$ cat src/rtl/alu_dispatch_pkg.sv
`default_nettype none
// ============================================================================
// Module      : alu_dispatch_pkg
// Description : Shared ALU control-bit, status-flag and width constants
//               plus small decode helpers for the ALU dispatcher.
// Revision    : 1.0 - initial release
// ============================================================================
package alu_dispatch_pkg;

    localparam int ALU_CNTL_W = 14;
    localparam int STAT_W     = 6;
    localparam int DATA_W     = 32;

    // ALU control word bit positions
    localparam int ALU_OP_ADD    = 0;
    localparam int ALU_OP_SUB    = 1;
    localparam int ALU_OP_AND    = 2;
    localparam int ALU_OP_OR     = 3;
    localparam int ALU_OP_XOR    = 4;
    localparam int ALU_OP_MUL    = 5;
    localparam int ALU_OP_DIV    = 6;
    localparam int ALU_USE_CARRY = 7;
    localparam int ALU_NO_WR     = 8;

    // Status register bit positions
    localparam int STAT_CF = 0;
    localparam int STAT_PF = 1;
    localparam int STAT_AF = 2;
    localparam int STAT_ZF = 3;
    localparam int STAT_SF = 4;
    localparam int STAT_OF = 5;

    function automatic logic is_basic_op(input logic [ALU_CNTL_W-1:0] cntl);
        return cntl[ALU_OP_ADD] | cntl[ALU_OP_SUB] | cntl[ALU_OP_AND] |
               cntl[ALU_OP_OR]  | cntl[ALU_OP_XOR];
    endfunction

    function automatic logic is_div_op(input logic [ALU_CNTL_W-1:0] cntl);
        return cntl[ALU_OP_DIV];
    endfunction

endpackage
`default_nettype wire

$ cat src/rtl/alu_dispatch_if.sv
`default_nettype none
// ============================================================================
// Module      : alu_dispatch_if
// Description : Request, ALU-drive and response channels of the dispatcher.
// Revision    : 1.0 - initial release
// ============================================================================
interface alu_dispatch_if;
    import alu_dispatch_pkg::*;

    logic                  flush;
    logic                  req_valid;
    logic                  req_ready;
    logic [ALU_CNTL_W-1:0] req_cntl;
    logic [DATA_W-1:0]     req_opnd0;
    logic [DATA_W-1:0]     req_opnd1;
    logic [ALU_CNTL_W-1:0] alu_cntl;
    logic [DATA_W-1:0]     alu_opnd0;
    logic [DATA_W-1:0]     alu_opnd1;
    logic [STAT_W-1:0]     alu_status_in;
    logic [STAT_W-1:0]     alu_status_out;
    logic [DATA_W-1:0]     alu_result;
    logic                  rsp_valid;
    logic                  rsp_ready;
    logic [DATA_W-1:0]     rsp_result;
    logic [STAT_W-1:0]     rsp_status;
    logic                  rsp_fault;
    logic [STAT_W-1:0]     flags_q;

    // Dispatcher side
    modport slave (
        input  flush, req_valid, req_cntl, req_opnd0, req_opnd1,
               alu_status_out, alu_result, rsp_ready,
        output req_ready, alu_cntl, alu_opnd0, alu_opnd1, alu_status_in,
               rsp_valid, rsp_result, rsp_status, rsp_fault, flags_q
    );

    // Execute-stage side (issues requests, hosts the ALU, consumes responses)
    modport master (
        output flush, req_valid, req_cntl, req_opnd0, req_opnd1,
               alu_status_out, alu_result, rsp_ready,
        input  req_ready, alu_cntl, alu_opnd0, alu_opnd1, alu_status_in,
               rsp_valid, rsp_result, rsp_status, rsp_fault, flags_q
    );

endinterface
`default_nettype wire

$ cat src/rtl/alu_lat_counter.sv
`default_nettype none
// ============================================================================
// Module      : alu_lat_counter
// Description : Loadable down-counter timing how long ALU inputs are held.
// Revision    : 1.0 - initial release
// ============================================================================
module alu_lat_counter #(
    parameter int CNT_W = 4
) (
    input  wire logic             clk,
    input  wire logic             rst_n,
    input  wire logic             i_load,
    input  wire logic [CNT_W-1:0] i_load_val,
    input  wire logic             i_dec,
    output logic                  o_done
);

    logic [CNT_W-1:0] r_count;

    always_ff @(posedge clk or negedge rst_n) begin
        if (!rst_n) begin
            r_count <= '0;
        end else if (i_load) begin
            r_count <= i_load_val;
        end else if (i_dec && (r_count != '0)) begin
            r_count <= r_count - CNT_W'(1);
        end
    end

    // Done marks the final held cycle; capture happens on the same edge
    assign o_done = (r_count == CNT_W'(1));

endmodule
`default_nettype wire

$ cat src/rtl/alu_dispatch.sv
`default_nettype none
// ============================================================================
// Module      : alu_dispatch
// Description : Sequential front end that issues one op at a time to the
//               combinational ALU, owns the status register, times MUL/DIV
//               latency and returns result/flags/fault on a response channel.
// Revision    : 1.0 - initial release
// ============================================================================
module alu_dispatch
    import alu_dispatch_pkg::*;
#(
    parameter int MUL_LAT   = 3,
    parameter int DIV_LAT   = 8,
    parameter int BASIC_LAT = 1
) (
    input  wire logic     clk,
    input  wire logic     rst_n,
    alu_dispatch_if.slave bus
);

    localparam int c_MAX_LAT = (MUL_LAT > DIV_LAT) ?
                               ((MUL_LAT > BASIC_LAT) ? MUL_LAT : BASIC_LAT) :
                               ((DIV_LAT > BASIC_LAT) ? DIV_LAT : BASIC_LAT);
    localparam int c_CNT_W = $clog2(c_MAX_LAT + 1);

    localparam logic [c_CNT_W-1:0] c_MUL_LAT   = c_CNT_W'(MUL_LAT);
    localparam logic [c_CNT_W-1:0] c_DIV_LAT   = c_CNT_W'(DIV_LAT);
    localparam logic [c_CNT_W-1:0] c_BASIC_LAT = c_CNT_W'(BASIC_LAT);

    typedef enum logic [1:0] {
        S_IDLE = 2'd0,
        S_EXEC = 2'd1,
        S_RESP = 2'd2
    } state_t;

    state_t                r_state;
    logic                  r_req_ready;
    logic                  r_rsp_valid;
    logic [DATA_W-1:0]     r_rsp_result;
    logic [STAT_W-1:0]     r_rsp_status;
    logic                  r_rsp_fault;
    logic [STAT_W-1:0]     r_flags_q;
    logic [ALU_CNTL_W-1:0] r_alu_cntl;
    logic [DATA_W-1:0]     r_alu_opnd0;
    logic [DATA_W-1:0]     r_alu_opnd1;

    logic                  w_accept;
    logic                  w_div_zero;
    logic                  w_capture;
    logic                  w_cnt_done;
    logic                  w_cnt_load;
    logic [c_CNT_W-1:0]    w_cnt_load_val;
    logic [c_CNT_W-1:0]    w_req_lat;

    always_comb begin
        if (bus.req_cntl[ALU_OP_MUL]) begin
            w_req_lat = c_MUL_LAT;
        end else if (!is_basic_op(bus.req_cntl)) begin
            w_req_lat = c_DIV_LAT;
        end else begin
            w_req_lat = c_BASIC_LAT;
        end
    end

    assign w_accept   = (r_state == S_IDLE) && bus.req_valid && r_req_ready && !bus.flush;
    // A zero divisor is known from the latched operands, so no need to wait
    assign w_div_zero = is_div_op(r_alu_cntl) && (r_alu_opnd1 == '0);
    assign w_capture  = (r_state == S_EXEC) && (w_cnt_done || w_div_zero);

    assign w_cnt_load     = w_accept || bus.flush;
    assign w_cnt_load_val = bus.flush ? '0 : w_req_lat;

    alu_lat_counter #(
        .CNT_W (c_CNT_W)
    ) u_lat_counter (
        .clk        (clk),
        .rst_n      (rst_n),
        .i_load     (w_cnt_load),
        .i_load_val (w_cnt_load_val),
        .i_dec      (r_state == S_EXEC),
        .o_done     (w_cnt_done)
    );

    always_ff @(posedge clk or negedge rst_n) begin
        if (!rst_n) begin
            r_state      <= S_IDLE;
            r_req_ready  <= 1'b1;
            r_rsp_valid  <= 1'b0;
            r_rsp_result <= '0;
            r_rsp_status <= '0;
            r_rsp_fault  <= 1'b0;
            r_flags_q    <= '0;
            r_alu_cntl   <= '0;
            r_alu_opnd0  <= '0;
            r_alu_opnd1  <= '0;
        end else if (bus.flush) begin
            // Flush wins over capture and handshake; flags_q keeps its value
            r_state     <= S_IDLE;
            r_req_ready <= 1'b1;
            r_rsp_valid <= 1'b0;
            r_rsp_fault <= 1'b0;
        end else begin
            case (r_state)
                S_IDLE: begin
                    if (w_accept) begin
                        r_alu_cntl  <= bus.req_cntl;
                        r_alu_opnd0 <= bus.req_opnd0;
                        r_alu_opnd1 <= bus.req_opnd1;
                        r_req_ready <= 1'b0;
                        r_state     <= S_EXEC;
                    end
                end
                S_EXEC: begin
                    if (w_capture) begin
                        if (w_div_zero) begin
                            r_rsp_result <= '0;
                            r_rsp_status <= r_flags_q;
                            r_rsp_fault  <= 1'b1;
                        end else begin
                            r_rsp_result <= bus.alu_result;
                            r_rsp_status <= bus.alu_status_out;
                            r_flags_q    <= bus.alu_status_out;
                            r_rsp_fault  <= 1'b0;
                        end
                        r_rsp_valid <= 1'b1;
                        r_state     <= S_RESP;
                    end
                end
                S_RESP: begin
                    if (bus.rsp_ready) begin
                        r_rsp_valid <= 1'b0;
                        r_req_ready <= 1'b1;
                        r_state     <= S_IDLE;
                    end
                end
                default: begin
                    r_state <= S_IDLE;
                end
            endcase
        end
    end

    assign bus.req_ready     = r_req_ready;
    assign bus.rsp_valid     = r_rsp_valid;
    assign bus.rsp_result    = r_rsp_result;
    assign bus.rsp_status    = r_rsp_status;
    assign bus.rsp_fault     = r_rsp_fault;
    assign bus.flags_q       = r_flags_q;
    assign bus.alu_cntl      = r_alu_cntl;
    assign bus.alu_opnd0     = r_alu_opnd0;
    assign bus.alu_opnd1     = r_alu_opnd1;
    assign bus.alu_status_in = r_flags_q;

endmodule
`default_nettype wire

$ cat src/flat_wrapper.sv
// flat-port wrapper written by rule: the top's interface ports become plain ports
module alu_dispatch_flat import alu_dispatch_pkg::*;
#(
    parameter int MUL_LAT   = 3,
    parameter int DIV_LAT   = 8,
    parameter int BASIC_LAT = 1
)
  (clk, rst_n, bus_flush, bus_req_valid, bus_req_cntl, bus_req_opnd0, bus_req_opnd1, bus_alu_status_out, bus_alu_result, bus_rsp_ready, bus_req_ready, bus_alu_cntl, bus_alu_opnd0, bus_alu_opnd1, bus_alu_status_in, bus_rsp_valid, bus_rsp_result, bus_rsp_status, bus_rsp_fault, bus_flags_q);
  alu_dispatch_if bus_i ();
  input  wire logic clk;
  input  wire logic rst_n;
  input wire logic [$bits(bus_i.flush)-1:0] bus_flush;
  input wire logic [$bits(bus_i.req_valid)-1:0] bus_req_valid;
  input wire logic [$bits(bus_i.req_cntl)-1:0] bus_req_cntl;
  input wire logic [$bits(bus_i.req_opnd0)-1:0] bus_req_opnd0;
  input wire logic [$bits(bus_i.req_opnd1)-1:0] bus_req_opnd1;
  input wire logic [$bits(bus_i.alu_status_out)-1:0] bus_alu_status_out;
  input wire logic [$bits(bus_i.alu_result)-1:0] bus_alu_result;
  input wire logic [$bits(bus_i.rsp_ready)-1:0] bus_rsp_ready;
  output wire logic [$bits(bus_i.req_ready)-1:0] bus_req_ready;
  output wire logic [$bits(bus_i.alu_cntl)-1:0] bus_alu_cntl;
  output wire logic [$bits(bus_i.alu_opnd0)-1:0] bus_alu_opnd0;
  output wire logic [$bits(bus_i.alu_opnd1)-1:0] bus_alu_opnd1;
  output wire logic [$bits(bus_i.alu_status_in)-1:0] bus_alu_status_in;
  output wire logic [$bits(bus_i.rsp_valid)-1:0] bus_rsp_valid;
  output wire logic [$bits(bus_i.rsp_result)-1:0] bus_rsp_result;
  output wire logic [$bits(bus_i.rsp_status)-1:0] bus_rsp_status;
  output wire logic [$bits(bus_i.rsp_fault)-1:0] bus_rsp_fault;
  output wire logic [$bits(bus_i.flags_q)-1:0] bus_flags_q;
  assign bus_i.flush = bus_flush;
  assign bus_i.req_valid = bus_req_valid;
  assign bus_i.req_cntl = bus_req_cntl;
  assign bus_i.req_opnd0 = bus_req_opnd0;
  assign bus_i.req_opnd1 = bus_req_opnd1;
  assign bus_i.alu_status_out = bus_alu_status_out;
  assign bus_i.alu_result = bus_alu_result;
  assign bus_i.rsp_ready = bus_rsp_ready;
  assign bus_req_ready = bus_i.req_ready;
  assign bus_alu_cntl = bus_i.alu_cntl;
  assign bus_alu_opnd0 = bus_i.alu_opnd0;
  assign bus_alu_opnd1 = bus_i.alu_opnd1;
  assign bus_alu_status_in = bus_i.alu_status_in;
  assign bus_rsp_valid = bus_i.rsp_valid;
  assign bus_rsp_result = bus_i.rsp_result;
  assign bus_rsp_status = bus_i.rsp_status;
  assign bus_rsp_fault = bus_i.rsp_fault;
  assign bus_flags_q = bus_i.flags_q;
  alu_dispatch #(.MUL_LAT(MUL_LAT), .DIV_LAT(DIV_LAT), .BASIC_LAT(BASIC_LAT)) u_core (.clk(clk), .rst_n(rst_n), .bus(bus_i));
endmodule
$ cat config.mk
export PLATFORM = sky130hd
export DESIGN_NAME = alu_dispatch_flat
export DESIGN_NICKNAME = d
export VERILOG_FILES = /design/src/rtl/alu_dispatch_pkg.sv /design/src/rtl/alu_dispatch_if.sv /design/src/rtl/alu_lat_counter.sv /design/src/rtl/alu_dispatch.sv /design/src/flat_wrapper.sv
export SDC_FILE = /design/constraint.sdc
export NUM_CORES = 1
export LEC_CHECK = 0
export BUFFER_PORTS_ARGS = -buffer_cell sky130_fd_sc_hd__buf_4
export CORE_ASPECT_RATIO = 0.8
export CORE_MARGIN = 1
export CORE_UTILIZATION = 43
export CTS_CLUSTER_DIAMETER = 150
export DETAILED_ROUTE_END_ITERATION = 8
export PLACE_DENSITY = 0.85
export REMOVE_ABC_BUFFERS = 1
export SKIP_CTS_REPAIR_TIMING = 1
export SLEW_MARGIN = 25
export SYNTH_ARGS = -nofsm -noshare
export SYNTH_HDL_FRONTEND = slang
export SYNTH_SLANG_ARGS = --single-unit
$ cat constraint.sdc
create_clock -name clk -period 4.7 [get_ports clk]
set_input_delay 1.41 -clock clk [delete_from_list [all_inputs] [get_ports clk]]
set_output_delay 1.41 -clock clk [all_outputs]
set_load 0.05 [all_outputs]
==> Word-level counts from Yosys, hierarchy flattened <==
Index checks and enable logic that the tools add are counted.
{ "totals": {"regBits": 125, "in_bits": 121, "output_inout_bits": 131, "elab_cells": 71} }
{ "op_classes": {"add_sub_neg": 1, "n_eq_ne": 6, "mux": 24, "n_bitwise": 6, "n_reduce_logical": 24} }
{ "ops": {"columns": ["op", "n"], "rows": [
  ["zero test 32 bit", 1],
  ["2-to-1 mux 32 bit", 1],
  ["2-to-1 mux 4 bit", 5],
  ["AND reduction 3 bit", 5],
  ["2-to-1 mux 1 bit", 10],
  ["2-to-1 mux 2 bit", 4],
  ["logical AND 1 bit", 6],
  ["2-to-1 mux 6 bit", 1],
  ["inequality test 3 x 2 -> 1 bit (second input constant)", 2],
  ["one-hot mux 2 bit (3 select lines)", 1],
  ["nonzero test 2 bit", 3],
  ["nonzero test 3 bit", 2],
  ["== test 4 x 1 -> 1 bit (second input constant)", 1],
  ["bitwise OR 1 bit", 4],
  ["one-hot mux 1 bit (2 select lines)", 2],
  ["AND reduction 4 bit", 1],
  ["nonzero test 4 bit", 1],
  ["subtractor 4 x 1 -> 4 bit (second input constant)", 1],
  ["inequality test 3 bit (second input constant)", 1],
  ["== test 2 x 1 -> 1 bit (second input constant)", 1],
  ["== test 2 bit (second input constant)", 1],
  ["zero test 2 bit", 1],
  ["logical OR 1 bit", 2],
  ["NOT 1 bit", 2],
  ["2 further kinds", 2]
]} }

==> Logic depth before layout (Yosys ltp) <==
{ "logic_depth": {"word_depth": 8, "depth_mapped": 7} }

==> Cells and area by module <==
A second synthesis with hierarchy kept.
{ "unflattened": {"cells_unflattened": 338, "hier_area_um2": 4989.8} }
{ "modules_own_cells": {"columns": ["mod", "instances", "cells_per_inst", "area_per_inst_um2", "seq_area_each_um2"], "rows": [
  ["alu_dispatch", 1, 309, 4707.0, 3029.2],
  ["alu_lat_counter", 1, 29, 282.8, 100.1]
]} }

==> Worst setup path before layout <==
Ideal clock, no wire load.
{ "synth_path": {"path_type": "input to register", "start": "in bus_req_valid", "end": "reg u_core.u_lat_counter.r_count[0]", "setup_ns": 0.077, "t_arrival_ns": 2.399, "required_ns": 4.623, "setup_slack_ns": 2.223, "path_stages": 7, "cell_sequence": "nand3b_1 or3_1 clkbuf_1 buf_2 o22ai_1 nor2_1 a21oi_1"} }
{ "synth_via": {"elab_chain_len": 5, "word_cells_on_any_way": 6} }
{ "synth_rtl": {"columns": ["element", "line", "rtl"], "rows": [
  ["start: declaration", "flat_wrapper.sv:13", "input wire logic [$bits(bus_i.req_valid)-1:0] bus_req_valid;"],
  ["logical AND 1 bit (*) (3 in series)", "alu_dispatch.sv:65", "assign w_accept = (r_state == S_IDLE) && bus.req_valid && r_req_ready && !bus.flush;"],
  ["logical OR 1 bit (*)", "alu_dispatch.sv:70", "assign w_cnt_load = w_accept || bus.flush;"],
  ["2-to-1 mux 4 bit / nonzero test 2 bit (equally long branches)", null, null],
  ["end signal: assignment", "alu_lat_counter.sv:24", "r_count <= i_load_val;"],
  ["end signal: assignment", "alu_lat_counter.sv:26", "r_count <= r_count - CNT_W'(1);"],
  ["end: declaration", "alu_lat_counter.sv:18", "logic [CNT_W-1:0] r_count;"]
]} }
Every way passes the cells marked *; elsewhere a longest branch is shown, timed or not.
A chain may end at the register's enable or synchronous reset.

==> Worst setup path after layout <==
{ "layout_path": {"start": "in bus_req_valid", "end": "reg u_core.r_alu_opnd1[24], in the netlist u_core.bus.alu_opnd1[24]"} }
{ "layout_via": {"elab_chain_len": 4} }
{ "layout_rtl": {"columns": ["element", "line", "rtl"], "rows": [
  ["logical AND 1 bit (3 in series)", "alu_dispatch.sv:65", null],
  ["AND reduction 3 bit (no line)", null, null],
  ["end signal: assignment", "alu_dispatch.sv:108", "r_alu_opnd1 <= bus.req_opnd1;"],
  ["end: declaration", "alu_dispatch.sv:45", "logic [DATA_W-1:0] r_alu_opnd1;"]
]} }
No other way between the ends.

==> results.md <==
- Fillcell total: 835
- Die width: around 120 um
- Area Growth Syn to Fin: 51.60%
- Critical Path AT: 3.10 ns
- Hold WC Path Type: reg -> reg
- Cells on Worst Hold Path: 2
- Worst clock skew: around 0.0086 ns
- Max Slew Vio Count: 0
- Crit path launch type: input port
- Htree depth: 4
- Post-Place Cells: 860
- Outcome: finished, final reports clean
- Antenna-violating nets left: 0
- Measured slew at the worst slew-check pin: 0.8317 ns
- Final cycle utilization of the critical path: 0.6008
- Most used DFF post-synth: dfrtp_1
- Port Buffer Count: 251
- First-pass GRT wire length: 21,880 um
- Largest net degree at the start of global routing: 80
- Clk pin slew, worst setup/hold paths: roughly 0.050 ns
- Crit end category: register
- Max Clk Rate: 354.2 MHz
- WL/cell: 15.48 um
- DRC errors left: 0
- Global Route met2 Usage: 0.4015
- Synth top area cells: dfrtp_1 (62%), nand2_1 (18%), a22o_1 (5.6%), buf_4 (1.8%), mux2_4 (1.8%)
- Clock latency on the worst-skew pair: approximately 0.4 ns
- GRT Overall Usage: 0.2342
- DIE AREA: 0.01204 mm2
- DPL Wire Length: 10,010 um
- Setup TNS: 0 ns
- Core Region: 0.01106 mm2
- Layout Cells excl Fill: about 900
- Netlist cell types: 34
- Starting Density: 0.4511
- Synth cell count leaders: nand2_1 (242), dfrtp_1 (124), a22o_1 (32)
- Num CTS Buffers: 17
- Clock sinks: 125
- Peak supply drop: 519.1 uV
- Most common cell in the netlist: nand2_1
- Row cnt: 34
- N_diodes: 0
- Via density: 4.882
- CTS root buffer: clkbuf_16
- Pre-Repair DR Iteration Count: 4
- Nets: 859
- Seq cells post-synth: 125
- Cell area after synthesis: 0.004990 mm2
- Clk buf depth: 2
- Leakage: around 4.1 nW
- CTS tree: done
- Antenna violations before repair: 0
- Vias in the first global route: 4,461
- Hold Violations, Final: 0
- Slew HR: 0.4455
- Grt total ovfl: 0
- RSZ-0062 raised after global routing: false
- Met1 Usage GRT: 0.2867
- Max cap viols: 0
- Min Clock Period, post-route: ~2.8 ns
- Via total after detailed routing: approximately 4.4k
- Avg Cell Area, Syn: roughly 10 um2
- Reg2Reg Setup Slack: 2.41 ns
- Reg2Reg Depth: 5
- # IOs: 252
- Synth Warn #: 0
- Cell taking the most area after synthesis: dfrtp_1
- Finish-stage setup viols: 0
- Post-synth EDFFs: 0
- Fraction of layout cells with a size suffix above 1: 0.4019
- Async SR Flop Fraction: 1.000
- Post-synthesis sequential area ratio: 0.6271
- Pwr dens: 869.6 mW/mm2
- Most crowded layer after global routing: met2
- Crit-path max FO: just under 50
- Met3 Use GR: 0.05374
- First DRT Iteration DRCs: ~250
- Die Ht: 98.35 um
- Setup Crit Path Kind: in -> reg
- Cells after synthesis: 496
- Worst endpoint required time: around 5.0 ns
- Total Wirelength: about 14,000 um
- Yosys top cell area share: 0.6219
- Final Wtd Congestion: 0.8348
placed cells by master (no fill, tap or decap), types with 2 or more instances in the layout:
cell type and count:
a22o_1 32, clkinvlp_4 2, inv_1 5, mux2_4 6
dfrtp_1 124, nor3_4 3, ha_1 2, o21ai_1 3
nor3_1 2, nand4_1 2, or3_1 2, a21oi_1 7
clkinv_2 2, o21ai_0 3, nand2_1 242, clkbuf_16 17
nor4_1 6, bufinv_16 5, buf_4 257, clkbuf_8 4
nor2_1 5
state kept, by name, summed over array words and instances, names as in the netlist:
name and cells:
u_core.bus.rsp_fault 1, u_core.bus.rsp_result 32, u_core.bus.alu_opnd1 32, u_core.r_state 2, u_core.bus.rsp_status 6, u_core.bus.alu_opnd0 32
u_core.u_lat_counter.r_count 4, u_core.bus.req_ready 1, u_core.bus.rsp_valid 1, u_core.bus.alu_cntl 14
worst paths after layout:
check,startpoint,to
max in group asynchronous,rst_n,u_core.bus.alu_opnd1[6]
worst min register to register,u_core.bus.alu_cntl[12],u_core.bus.alu_cntl[12]
worst max-delay path,bus_req_valid,u_core.bus.alu_opnd1[24]
min in group asynchronous,rst_n,u_core.bus.rsp_result[25]
worst min-delay path,u_core.bus.alu_cntl[12],u_core.bus.alu_cntl[12]
worst max register to register,u_core.bus.req_ready,u_core.bus.alu_opnd1[24]
routing by layer:
layer	up-vias	share of wire
met4	0	0.019
met2	167	0.52
li1	2077	-
met5	-	0
met3	25	0.057
met1	2091	0.41
through the flow:
step / power, mW / hold slack (ns) / worst slack, ns / cell area (um2) / util
after floorplan: 4.007 / 0.4805 / 0.4657 / 4755 / -
after global placement: 5.056 / 0.4605 / 1.580 / 6878 / 0.6218
after detailed placement: 5.138 / 0.4650 / 1.474 / 6885 / 0.6225
after CTS: 6.615 / 0.4788 / 1.883 / 7553 / 0.6829
after global routing: 6.845 / 0.4932 / 1.819 / 7565 / 0.6839
final: 6.578 / 0.4778 / 1.876 / 7565 / 0.6839
critical path, cell delays in order:
cell,delay (ns)
buf_4,0.08
nand3b_1,0.18
or3_2,0.77
buf_4,0.41
nand2_1,0.14
nand2_1,0.07
cell families (layout without fill, tap and decap cells):
kind of cell               after synthesis  count (layout)  synth area share
AOI/OAI and AO/OA                       50              50           0.07748
muxes                                    7               7           0.02031
adders and majority gates                2               2          0.005014
and+or+nand+nor                        270             270            0.2192
DFF                                    125             125            0.6271
buffers and inverters                   42             295           0.05090
power breakdown:
part / internal (mW) / switching, mW / total [mW]
Sequential: 1.52 / 0.328 / 1.85
Clock: 0.998 / 0.464 / 1.46
Combinational: 0.968 / 2.30 / 3.26
Total: 3.49 / 3.09 / 6.58
cell type report:
cell class,count,area [um2],share of cell area
multi-input cells,329,1628,0.2152
repair buffers,258,1941,0.2565
clock inverters,10,183.9,0.02431
well taps,144,180.2,0.02382
inverters,5,18.77,0.002481
flip-flops and latches,125,3129,0.4137
clock buffers,22,484.2,0.06401
Note: power is estimated with default switching activity, not from simulation.
